--- src/rtl/mux4_rr_arbiter.sv ---
// ---------------------------------------------------------------------------
// mux4_rr_arbiter
//
// Round-robin arbiter that lets four requesters share one 4:1 single-bit mux.
// It drives the mux select and a one-hot grant, and it keeps a grant until
// the owner drops its request. Between two owners there is always exactly
// one GAP cycle with no grant, so the mux output never switches directly
// from one owner to another.
//
// Optional feature: define ARB_HOLD_TIMEOUT_EN to enable the hold timeout.
// An owner that still requests after MAX_HOLD grant cycles is then forced
// off, and o_timeout pulses for that GAP cycle. When the macro is not
// defined there is no counter, o_timeout is always 0, and MAX_HOLD has no
// effect.
//
// Parameters:
//   MAX_HOLD   maximum number of grant cycles per owner (2..255), timeout only
//
// Ports:
//   i_clk      system clock
//   i_rst_n    asynchronous active-low reset
//   i_en       arbitration enable; 0 blocks new grants
//   i_req[3:0] level-sensitive request per requester
//   o_gnt[3:0] registered one-hot grant
//   o_sel[1:0] registered mux select (current or last owner)
//   o_busy     registered, 1 while a grant is active
//   o_timeout  registered one-cycle pulse when a grant is forcibly ended
// ---------------------------------------------------------------------------
module mux4_rr_arbiter #(
   parameter int MAX_HOLD = 16
) (
   input  logic       i_clk,
   input  logic       i_rst_n,
   input  logic       i_en,
   input  logic [3:0] i_req,
   output logic [3:0] o_gnt,
   output logic [1:0] o_sel,
   output logic       o_busy,
   output logic       o_timeout
);

   typedef enum logic [1:0] {
      ST_IDLE  = 2'd0,
      ST_GRANT = 2'd1,
      ST_GAP   = 2'd2
   } state_t;

   // Reject an illegal hold limit at elaboration instead of building
   // a counter that would misbehave.
   if (MAX_HOLD < 2 || MAX_HOLD > 255) begin : g_badMaxHold
      $error("mux4_rr_arbiter: MAX_HOLD must be in 2..255");
   end

   state_t     r_state, w_stateNext;
   logic [3:0] r_gnt, w_gntNext;
   logic [1:0] r_sel, w_selNext;
   logic       r_busy, w_busyNext;
   logic       r_timeout, w_timeoutNext;
   logic [1:0] r_ptr, w_ptrNext;

   logic       w_found;
   logic [1:0] w_winner;
   logic       w_holdExpired;

`ifdef ARB_HOLD_TIMEOUT_EN
   localparam int CNT_W = $clog2(MAX_HOLD + 1);

   logic [CNT_W-1:0] r_cnt, w_cntNext;

   // The counter is 0 during the first grant cycle, so reaching MAX_HOLD-1
   // means the owner is in its MAX_HOLD-th cycle.
   assign w_holdExpired = (r_cnt == CNT_W'(MAX_HOLD - 1));
`else
   assign w_holdExpired = 1'b0;
`endif

   // The search runs from the highest offset down to the lowest, so the
   // request closest to r_ptr is written last and wins. The 2-bit sum
   // wraps modulo 4.
   always_comb begin
      w_found  = 1'b0;
      w_winner = r_ptr;
      for (int i = 3; i >= 0; i--) begin
         if (i_req[r_ptr + 2'(i)]) begin
            w_found  = 1'b1;
            w_winner = r_ptr + 2'(i);
         end
      end
   end

   // While in GRANT, the owner is the value held in r_sel. On the way to
   // GAP, a timeout is reported only if the owner still requests. If the
   // owner releases in the same cycle the counter expires, this counts
   // as a normal release.
   always_comb begin
      w_stateNext   = r_state;
      w_gntNext     = r_gnt;
      w_selNext     = r_sel;
      w_busyNext    = r_busy;
      w_timeoutNext = 1'b0;
      w_ptrNext     = r_ptr;
`ifdef ARB_HOLD_TIMEOUT_EN
      w_cntNext     = r_cnt;
`endif
      case (r_state)
         ST_GRANT: begin
            if (!i_req[r_sel] || w_holdExpired) begin
               w_stateNext   = ST_GAP;
               w_gntNext     = 4'b0000;
               w_busyNext    = 1'b0;
               w_ptrNext     = r_sel + 2'd1;
               w_timeoutNext = i_req[r_sel];
            end else begin
`ifdef ARB_HOLD_TIMEOUT_EN
               if (r_cnt != {CNT_W{1'b1}}) begin
                  w_cntNext = r_cnt + CNT_W'(1);
               end
`endif
            end
         end
         default: begin
            if (i_en && w_found) begin
               w_stateNext = ST_GRANT;
               w_gntNext   = 4'b0001 << w_winner;
               w_selNext   = w_winner;
               w_busyNext  = 1'b1;
`ifdef ARB_HOLD_TIMEOUT_EN
               w_cntNext   = '0;
`endif
            end else begin
               w_stateNext = ST_IDLE;
               w_gntNext   = 4'b0000;
               w_busyNext  = 1'b0;
            end
         end
      endcase
   end

   always_ff @(posedge i_clk or negedge i_rst_n) begin
      if (!i_rst_n) begin
         r_state   <= ST_IDLE;
         r_gnt     <= 4'b0000;
         r_sel     <= 2'd0;
         r_busy    <= 1'b0;
         r_timeout <= 1'b0;
         r_ptr     <= 2'd0;
      end else begin
         r_state   <= w_stateNext;
         r_gnt     <= w_gntNext;
         r_sel     <= w_selNext;
         r_busy    <= w_busyNext;
         r_timeout <= w_timeoutNext;
         r_ptr     <= w_ptrNext;
      end
   end

`ifdef ARB_HOLD_TIMEOUT_EN
   always_ff @(posedge i_clk or negedge i_rst_n) begin
      if (!i_rst_n) begin
         r_cnt <= '0;
      end else begin
         r_cnt <= w_cntNext;
      end
   end
`endif

   assign o_gnt     = r_gnt;
   assign o_sel     = r_sel;
   assign o_busy    = r_busy;
   assign o_timeout = r_timeout;

endmodule

--- config.mk ---
export PLATFORM = sky130hd
export DESIGN_NAME = mux4_rr_arbiter
export DESIGN_NICKNAME = d
export VERILOG_FILES = /design/src/rtl/mux4_rr_arbiter.sv
export SDC_FILE = /design/constraint.sdc
export NUM_CORES = 1
export LEC_CHECK = 0
export CAP_MARGIN = 20
export CORE_MARGIN = 2
export CORE_UTILIZATION = 41
export CTS_CLUSTER_SIZE = 30
export DETAILED_ROUTE_END_ITERATION = 7
export PLACE_DENSITY_LB_ADDON = 0.1
export SYNTH_ARGS = -nofsm -noshare
export SYNTH_HDL_FRONTEND = slang
export SYNTH_SLANG_ARGS = --single-unit
--- constraint.sdc ---
create_clock -name i_clk -period 2.05 [get_ports i_clk]
set_clock_uncertainty 0.15 [all_clocks]
set_input_delay 0.5125 -clock i_clk [delete_from_list [all_inputs] [get_ports i_clk]]
set_output_delay 0.5125 -clock i_clk [all_outputs]
set_load 0.01 [all_outputs]
Yosys cells after proc, flatten, opt, wreduce, memory -nomap -nowiden
Index checks and enable logic that the tools add are counted.
W data, S select, Z words.
- input bits: 7
- output and inout port bits: 8
- logic and storage cells: 49
- bits in registers: 11
- $lt $le $gt $ge: 5
- add/subtract/negate cells: 4
- reduce and logical (&&, ||, !) cells: 3
- mux-type cells: 27
- bitwise gates (word level): 2
- shifts and indexed selects: 1
- equality and inequality tests: 2
- operators by type and width (operator ; count):
    $lt A2 B3 Y1 const B ; 5
    $mux W1 ; 13
    $mux W2 ; 6
    $mux W4 ; 3
    $bmux W1 S2 ; 5
    $add A2 B1 Y2 const B ; 2
    $add A2 B2 Y2 const B ; 2
    $reduce_and A2 Y1 ; 2
    $shl A1 B2 Y4 const A ; 1
    $eq A2 B1 Y1 const B ; 1
    $ne A2 B2 Y1 const B ; 1
    $not A1 Y1 ; 2
    $logic_and A1 B1 Y1 ; 1

Logic depth before layout (Yosys ltp)
Gate-level depths: netlist of run 1.
- depth after elaboration: 10
- mapped depth: 4
- depth with buffers taken out: 4

Worst setup path before layout of run 1
OpenSTA, ideal clock, no wires.
- path type: input to register
- start point: input i_req[2]
- end point: register r_sel[1] (netlist: o_sel[1])
- path slack: 0.263 ns
- arrival: 1.512 ns
- cell stages on the path: 3
- setup time: 0.125 ns
- path through: or4_4 and3_4 mux2_4
- cells in the longest elaborated chain, start to end: 8
- elaborated cells between the ends (all ways): 18
- those cells by class: mux: 16; reduce/logical: 2
- ends and longest elaborated chain (item ; RTL line ; source):
    start: declaration ; 35 ; input logic [3:0] i_req,
    $bmux W1 S2 ; 84 ; if (i_req[r_ptr + 2'(i)]) begin
    $mux W1 (implied by the code) ; 84 ;
    $mux W1 (4 in series) ; 84 ;
    $logic_and A1 B1 Y1 ; 122 ; if (i_en && w_found) begin
    $reduce_and A2 Y1 (no source line) ; - ;
    end signal: assignment ; 150 ; r_sel <= w_selNext;
    end: declaration ; 56 ; logic [1:0] r_sel, w_selNext;
Several ways; a longest one is shown, not always the timed one. The select of a mux whose other input is x is not followed.
A chain may end at the register's enable or synchronous reset.

Worst setup path after layout of run 1
- start point: register r_sel[0] (netlist: o_sel[0])
- end point: output o_sel[0]
- RTL lines (item ; RTL line ; source):
    end: declaration ; 37 ; output logic [1:0] o_sel,
No word-level cell between the ends.

==> impl_metrics.yaml, run 1 <==
global_route:
  track_usage_pct: 20.1
  grt_max_degree: 11
  grt_first_pass_wirelength_mm: 1.99
  grt_pass1_vias: 426
  antenna_found_initial: 0
  grt_overflow: 0
placement:
  dp_cells: 77
  port_buffers: 13
  pre_cts_slack_ps: -303
  gp_congestion: 0.821
  dpl.hpwl_um: 882
layout:
  final_cells: 81
  layout_common_cells: "clkdlybuf4s50_1, dfrtp_1, nor2b_1"
  antenna_cells: 0
  ff_latch_area_um2: 250
  fin_nets: 74
  multi_input_area_um2: 277
  drive_above_1_share_pct: 21.2
  synthToLayoutAreaGrowth_pct: 36.8
  fillers: 104
worst_setup_path:
  worstPathCellList: "clkdlybuf4s50_1"
  crit_buf_inv: 1
  path_depth: 1
  rr_startpoint: "o_sel[0]"
  r2r_cells: 3
  end_kind: "output port"
  critPathLaunch: "o_sel[0]"
  path_max_fanout: 5
  cpLargestDelayFamily: "buffers and inverters"
  worstPathRequired_ps: 1390
  slowest_stage: "clkdlybuf4s50_1"
  rrSetupSlack_ps: 340
  cp-start-kind: "flip-flop"
  crit_path_max_incr_delay_ps: 580
  critPathKind: "flip-flop to output port"
  cp_data_arrival_time_ps: 1310
floorplan:
  core_um2: 1250
  die_area_um2: 1610
  start_util_pct: 42.7
  die_w_um: 40.1
  die_h_um: 40.1
  rows: 13
  pin_count: 15
clocking:
  clk-insertion-delay-late_ps: 270
  clockBufferDepth: 2
  cts.sinks: 10
  cts_tree: "built"
  cts_root_buf: "clkbuf_4"
  cts_made_buffers: 3
  holdBufCountCts: 0
  path_clk_slew_ps: 60
  h-tree-depth: 1
routing:
  wl_mm: 1.18
  vias: 432
  detail_route.wl_per_cell_um: 14.6
  drc: 0
  dr.pass1.iters: 2
  antenna_left: 0
  vias_per_cell: 5.33
  drtIter0Drc: 2
logic_synthesis:
  ys_seq_elements: 10
  syn_avg_cell_area_um2: 11.1
  yosysSeqAreaShare_pct: 46.8
  syn_area_um2: 534
  yosys_warnings: 0
  synthCells: 48
  post_synth_num_cell_types: 29
  synth_nets: 55
timing:
  layout_min_cycle_time_ps: 1970
  slew_viol_final: 0
  setup_viol: 0
  rsz0062_at_grt: "no"
  fmax_ghz: 0.508
  setup_ws_ps: 81.5
  finalHoldViolCount: 0
  setup_tns_ps: 0
  fin_crit_sh_pct: 96.0
power:
  power.leakage_nw: 0.335
  ir_drop_v: 0.000727
  power_per_cell_area_nw_per_um2: 1390
  total_power_mw: 1.02
worst_hold_path:
  hold_depth: 1
  min_from: "o_gnt[2]"
  hold_path_class: "flip-flop to flip-flop"
run:
  max_cap_violations: 0
status:
  status: "finished clean"
## sequential cells by signal, indices dropped and copies added, names as in the netlist
register	count
o_gnt	4
o_sel	2
r_ptr	2
r_state	2
## through the flow
stage               utilization [%]  hold slack (ps)  cell area (um2)
global route                   58.3              388              731
CTS                            57.9              355              726
floorplan                         -             66.9              534
detailed placement             55.1              340              691
global placement               55.1              327              691
finish                         58.3              348              731
## power by group
part / switching, mW / internal, mW
Clock: 0.0701 / 0.108
Combinational: 0.205 / 0.273
Sequential: 0.0796 / 0.281
## Yosys cell counts
cell type | n | area (um2)
dfrtp_1 | 10 | 250
nor2b_1 | 5 | 31.3
nor2_1 | 3 | 11.3
a21oi_1 | 2 | 10.0
nand2b_1 | 2 | 12.5
o21a_1 | 2 | 15.0
or4_4 | 2 | 22.5
a211oi_1 | 1 | 7.51
a22o_1 | 1 | 8.76
a32o_1 | 1 | 10.0
a32o_2 | 1 | 11.3
and3_4 | 1 | 11.3
and3b_1 | 1 | 8.76
buf_4 | 1 | 7.51
conb_1 | 1 | 3.75
mux2_4 | 1 | 15.0
mux4_2 | 1 | 22.5
nand2_1 | 1 | 3.75
nand2_2 | 1 | 6.26
nand3_1 | 1 | 5.00
nor2_2 | 1 | 6.26
nor3_1 | 1 | 5.00
nor4_1 | 1 | 6.26
o21ai_0 | 1 | 5.00
o21ai_1 | 1 | 5.00
o21ba_1 | 1 | 10.0
o31ai_1 | 1 | 7.51
or3_1 | 1 | 6.26
xnor2_1 | 1 | 8.76
## layer usage
metal | share of wire, % | GRT usage [%] | wire length, um | vias up
li1 | - | - | - | 214
met1 | 45 | 25.1 | 536 | 207
met2 | 49 | 31.5 | 576 | 9
met3 | 5.2 | 8.89 | 62 | 2
met4 | 0.51 | 5.17 | 6 | 0
met5 | 0 | 0 | 0 | -
## path summary, 6_finish.rpt
kind	endpoint
max in group asynchronous	r_state[1]
worst max register to register	o_gnt[2]
worst min-delay path	o_gnt[2]
worst min register to register	o_gnt[2]
worst max-delay path	o_sel[0]
min in group asynchronous	o_gnt[3]
## cell type report
class / count / share of cell area (%)
flip-flops and latches: 10 / 34.2
clock buffers: 4 / 4.97
repair buffers: 15 / 20.4
multi-input cells: 37 / 37.8
well taps: 15 / 2.57
## cells by family after synthesis
family,after synthesis,share of synthesized area (%)
simple gates,21,25.5
compound gates,12,16.9
flops,10,46.8
mux,2,7.02
xor+xnor,1,1.64
buf+inv,1,1.41
other cells,1,0.702
## what timing repair did
item / in CTS / in global routing
buffers inserted: 0 / 0
resized for setup: 1 / 2
setup endpoints to repair: 1 / 3
Note: power is estimated with default switching activity, not from simulation.
==> inputs of run 2 (changes only) <==
- CTS_CLUSTER_DIAMETER: unset -> 150
- clock period: 2.05 -> 2.5 ns (I/O delays scaled with it)
==> run 2 against run 1 <==
Against the previous run: via count rose by 0.46%; combinational power down 23%; global-route usage decreased by 2.6 points; final area down 2.6%; die area stayed put; count of clock-buffer cells in the layout did not move; critical path depth up 3; total power down 20%; critical path type is now primary input to flip-flop; critical endpoint is now o_sel[1]; largest power group unchanged.
==> impl_metrics.yaml, run 2 (synthesis gave the netlist of run 1 again) <==
status:
  status: "finished clean"
global_route:
  use_met1_pct: 24.8
  gr-usage-met2_pct: 24.2
  grt_overflow: 0
  grt_max_degree: 11
  grt_pass1_vias: 371
  track_usage_pct: 17.4
  grt-busiest-layer: "met1"
  grt_first_pass_wirelength_mm: 1.77
  antenna_found_initial: 0
  met3_usage_pct: 5.00
clocking:
  clk-insertion-delay-late_ps: 270
  cts_root_buf: "clkbuf_4"
  clockBufferDepth: 2
  ctsResizeCount: 0
  cts_tree: "built"
  cts.sinks: 10
  cts_made_buffers: 3
  path_clk_slew_ps: 70
  h-tree-depth: 1
  post_cts_buffers: 0
  holdBufCountCts: 0
worst_setup_path:
  slowest_stage: "or4_4"
  rr_startpoint: "o_sel[0]"
  worstPathCellList: "clkdlybuf4s50_1 -> or4_4 -> and3_4 -> mux2_4"
  cp_data_arrival_time_ps: 2190
  crit_buf_inv: 1
  cpLargestDelayFamily: "simple AND/OR/NAND/NOR gates"
  worstPathRequired_ps: 2510
  path_max_fanout: 7
  critPathLaunch: "i_req[3]"
  critPathKind: "primary input to flip-flop"
  r2r_cells: 3
  end_kind: "flip-flop"
  crit_path_max_incr_delay_ps: 560
  rrSetupSlack_ps: 770
  r2r-end: "o_gnt[3]"
  cp-start-kind: "primary input"
placement:
  gp_congestion: 0.790
  port_buffers: 13
  pre_cts_slack_ps: 37.4
  dp_cells: 75
  post_dp_cell_area_um2: 676
routing:
  dr.pass1.iters: 4
  wl_mm: 1.11
  drtIter0Drc: 17
  vias: 434
  vias_per_cell: 5.49
  detail_route.wl_per_cell_um: 14.0
  antenna_left: 0
  drc: 0
layout:
  multi_input_area_um2: 277
  final_design_area_no_fill_um2: 712
  layout_common_cells: "clkdlybuf4s50_1, dfrtp_1, nor2b_1"
  final_cells: 79
  drive_above_1_share_pct: 18.8
  largest_register_ffs: 4
  mostFrequentLayoutCell: "clkdlybuf4s50_1"
  fillers: 102
  antenna_cells: 0
  fin_nets: 72
  ff_latch_area_um2: 250
  synthToLayoutAreaGrowth_pct: 33.3
power:
  switchingPower_uw: 286
  power_per_cell_area_nw_per_um2: 1140
  pwr-share-clk_pct: 18.2
  seqPwrFrac_pct: 36.4
  intPower_uw: 528
  power.leakage_nw: 0.306
  combPwrFrac_pct: 45.4
  sw_frac_of_total_pct: 35.1
  ir_drop_v: 0.000620
timing:
  fmax_ghz: 0.458
  setup_viol: 0
  setup_ws_ps: 318
  slew_viol_final: 0
  fin_crit_sh_pct: 87.3
  setup_tns_ps: 0
  layout_min_cycle_time_ps: 2180
  rsz0062_at_grt: "no"
  finalHoldViolCount: 0
floorplan:
  pin_count: 15
  die_w_um: 40.1
  die_area_um2: 1610
  core_um2: 1250
  rows: 13
  die_h_um: 40.1
  start_util_pct: 42.7
worst_hold_path:
  hold_path_class: "flip-flop to flip-flop"
  min_from: "o_gnt[1]"
  whs_endpoint: "o_gnt[1]"
  hold_depth: 1
run:
  max_cap_violations: 0
==> run 2: area by class of cell <==
cell class | instances | area share, %
well taps | 15 | 2.64
repair buffers | 13 | 18.3
flip-flops and latches | 10 | 35.1
clock buffers | 4 | 5.10
multi-input cells | 37 | 38.8
==> run 2: how the worst max path moves through the flow <==
stage	endpoint	slack [ps]	cells after the start
2_1_floorplan	o_sel[1]	600	3
3_3_place_gp	o_sel[1]	50	4
3_5_place_dp	o_sel[1]	40	4
4_1_cts	o_sel[1]	330	4
5_1_grt	o_sel[1]	290	4
6_report	o_sel[1]	320	4
==> run 2: per-stage QoR <==
| stage | total power, mW | hold WS, ps | util [%] |
|---|---|---|---|
| 2_1_floorplan | 0.516 | 179 | - |
| 3_3_place_gp | 0.670 | 327 | 53.9 |
| 3_5_place_dp | 0.665 | 340 | 53.9 |
| 4_1_cts | 0.816 | 353 | 56.8 |
| 5_1_grt | 0.872 | 381 | 56.8 |
| 6_report | 0.814 | 347 | 56.8 |
==> run 2: layer usage <==
layer | vias up | part of all wire [%]
li1 | 211 | -
met1 | 209 | 48
met2 | 12 | 45
met3 | 2 | 4.3
met4 | 0 | 1.7
met5 | - | 0
==> run 2: worst register-to-register path: stages (launching register included) <==
cell and delay (ps):
dfrtp_1 460, mux4_2 560, nor2b_1 200, a22o_1 240
==> run 2: power groups by stage <==
stage	clock network, mW	logic, mW	registers (mW)
floorplan	0	0.212	0.304
global placement	0	0.372	0.298
detailed placement	0	0.368	0.297
CTS	0.150	0.372	0.295
global route	0.161	0.405	0.306
finish	0.148	0.369	0.297
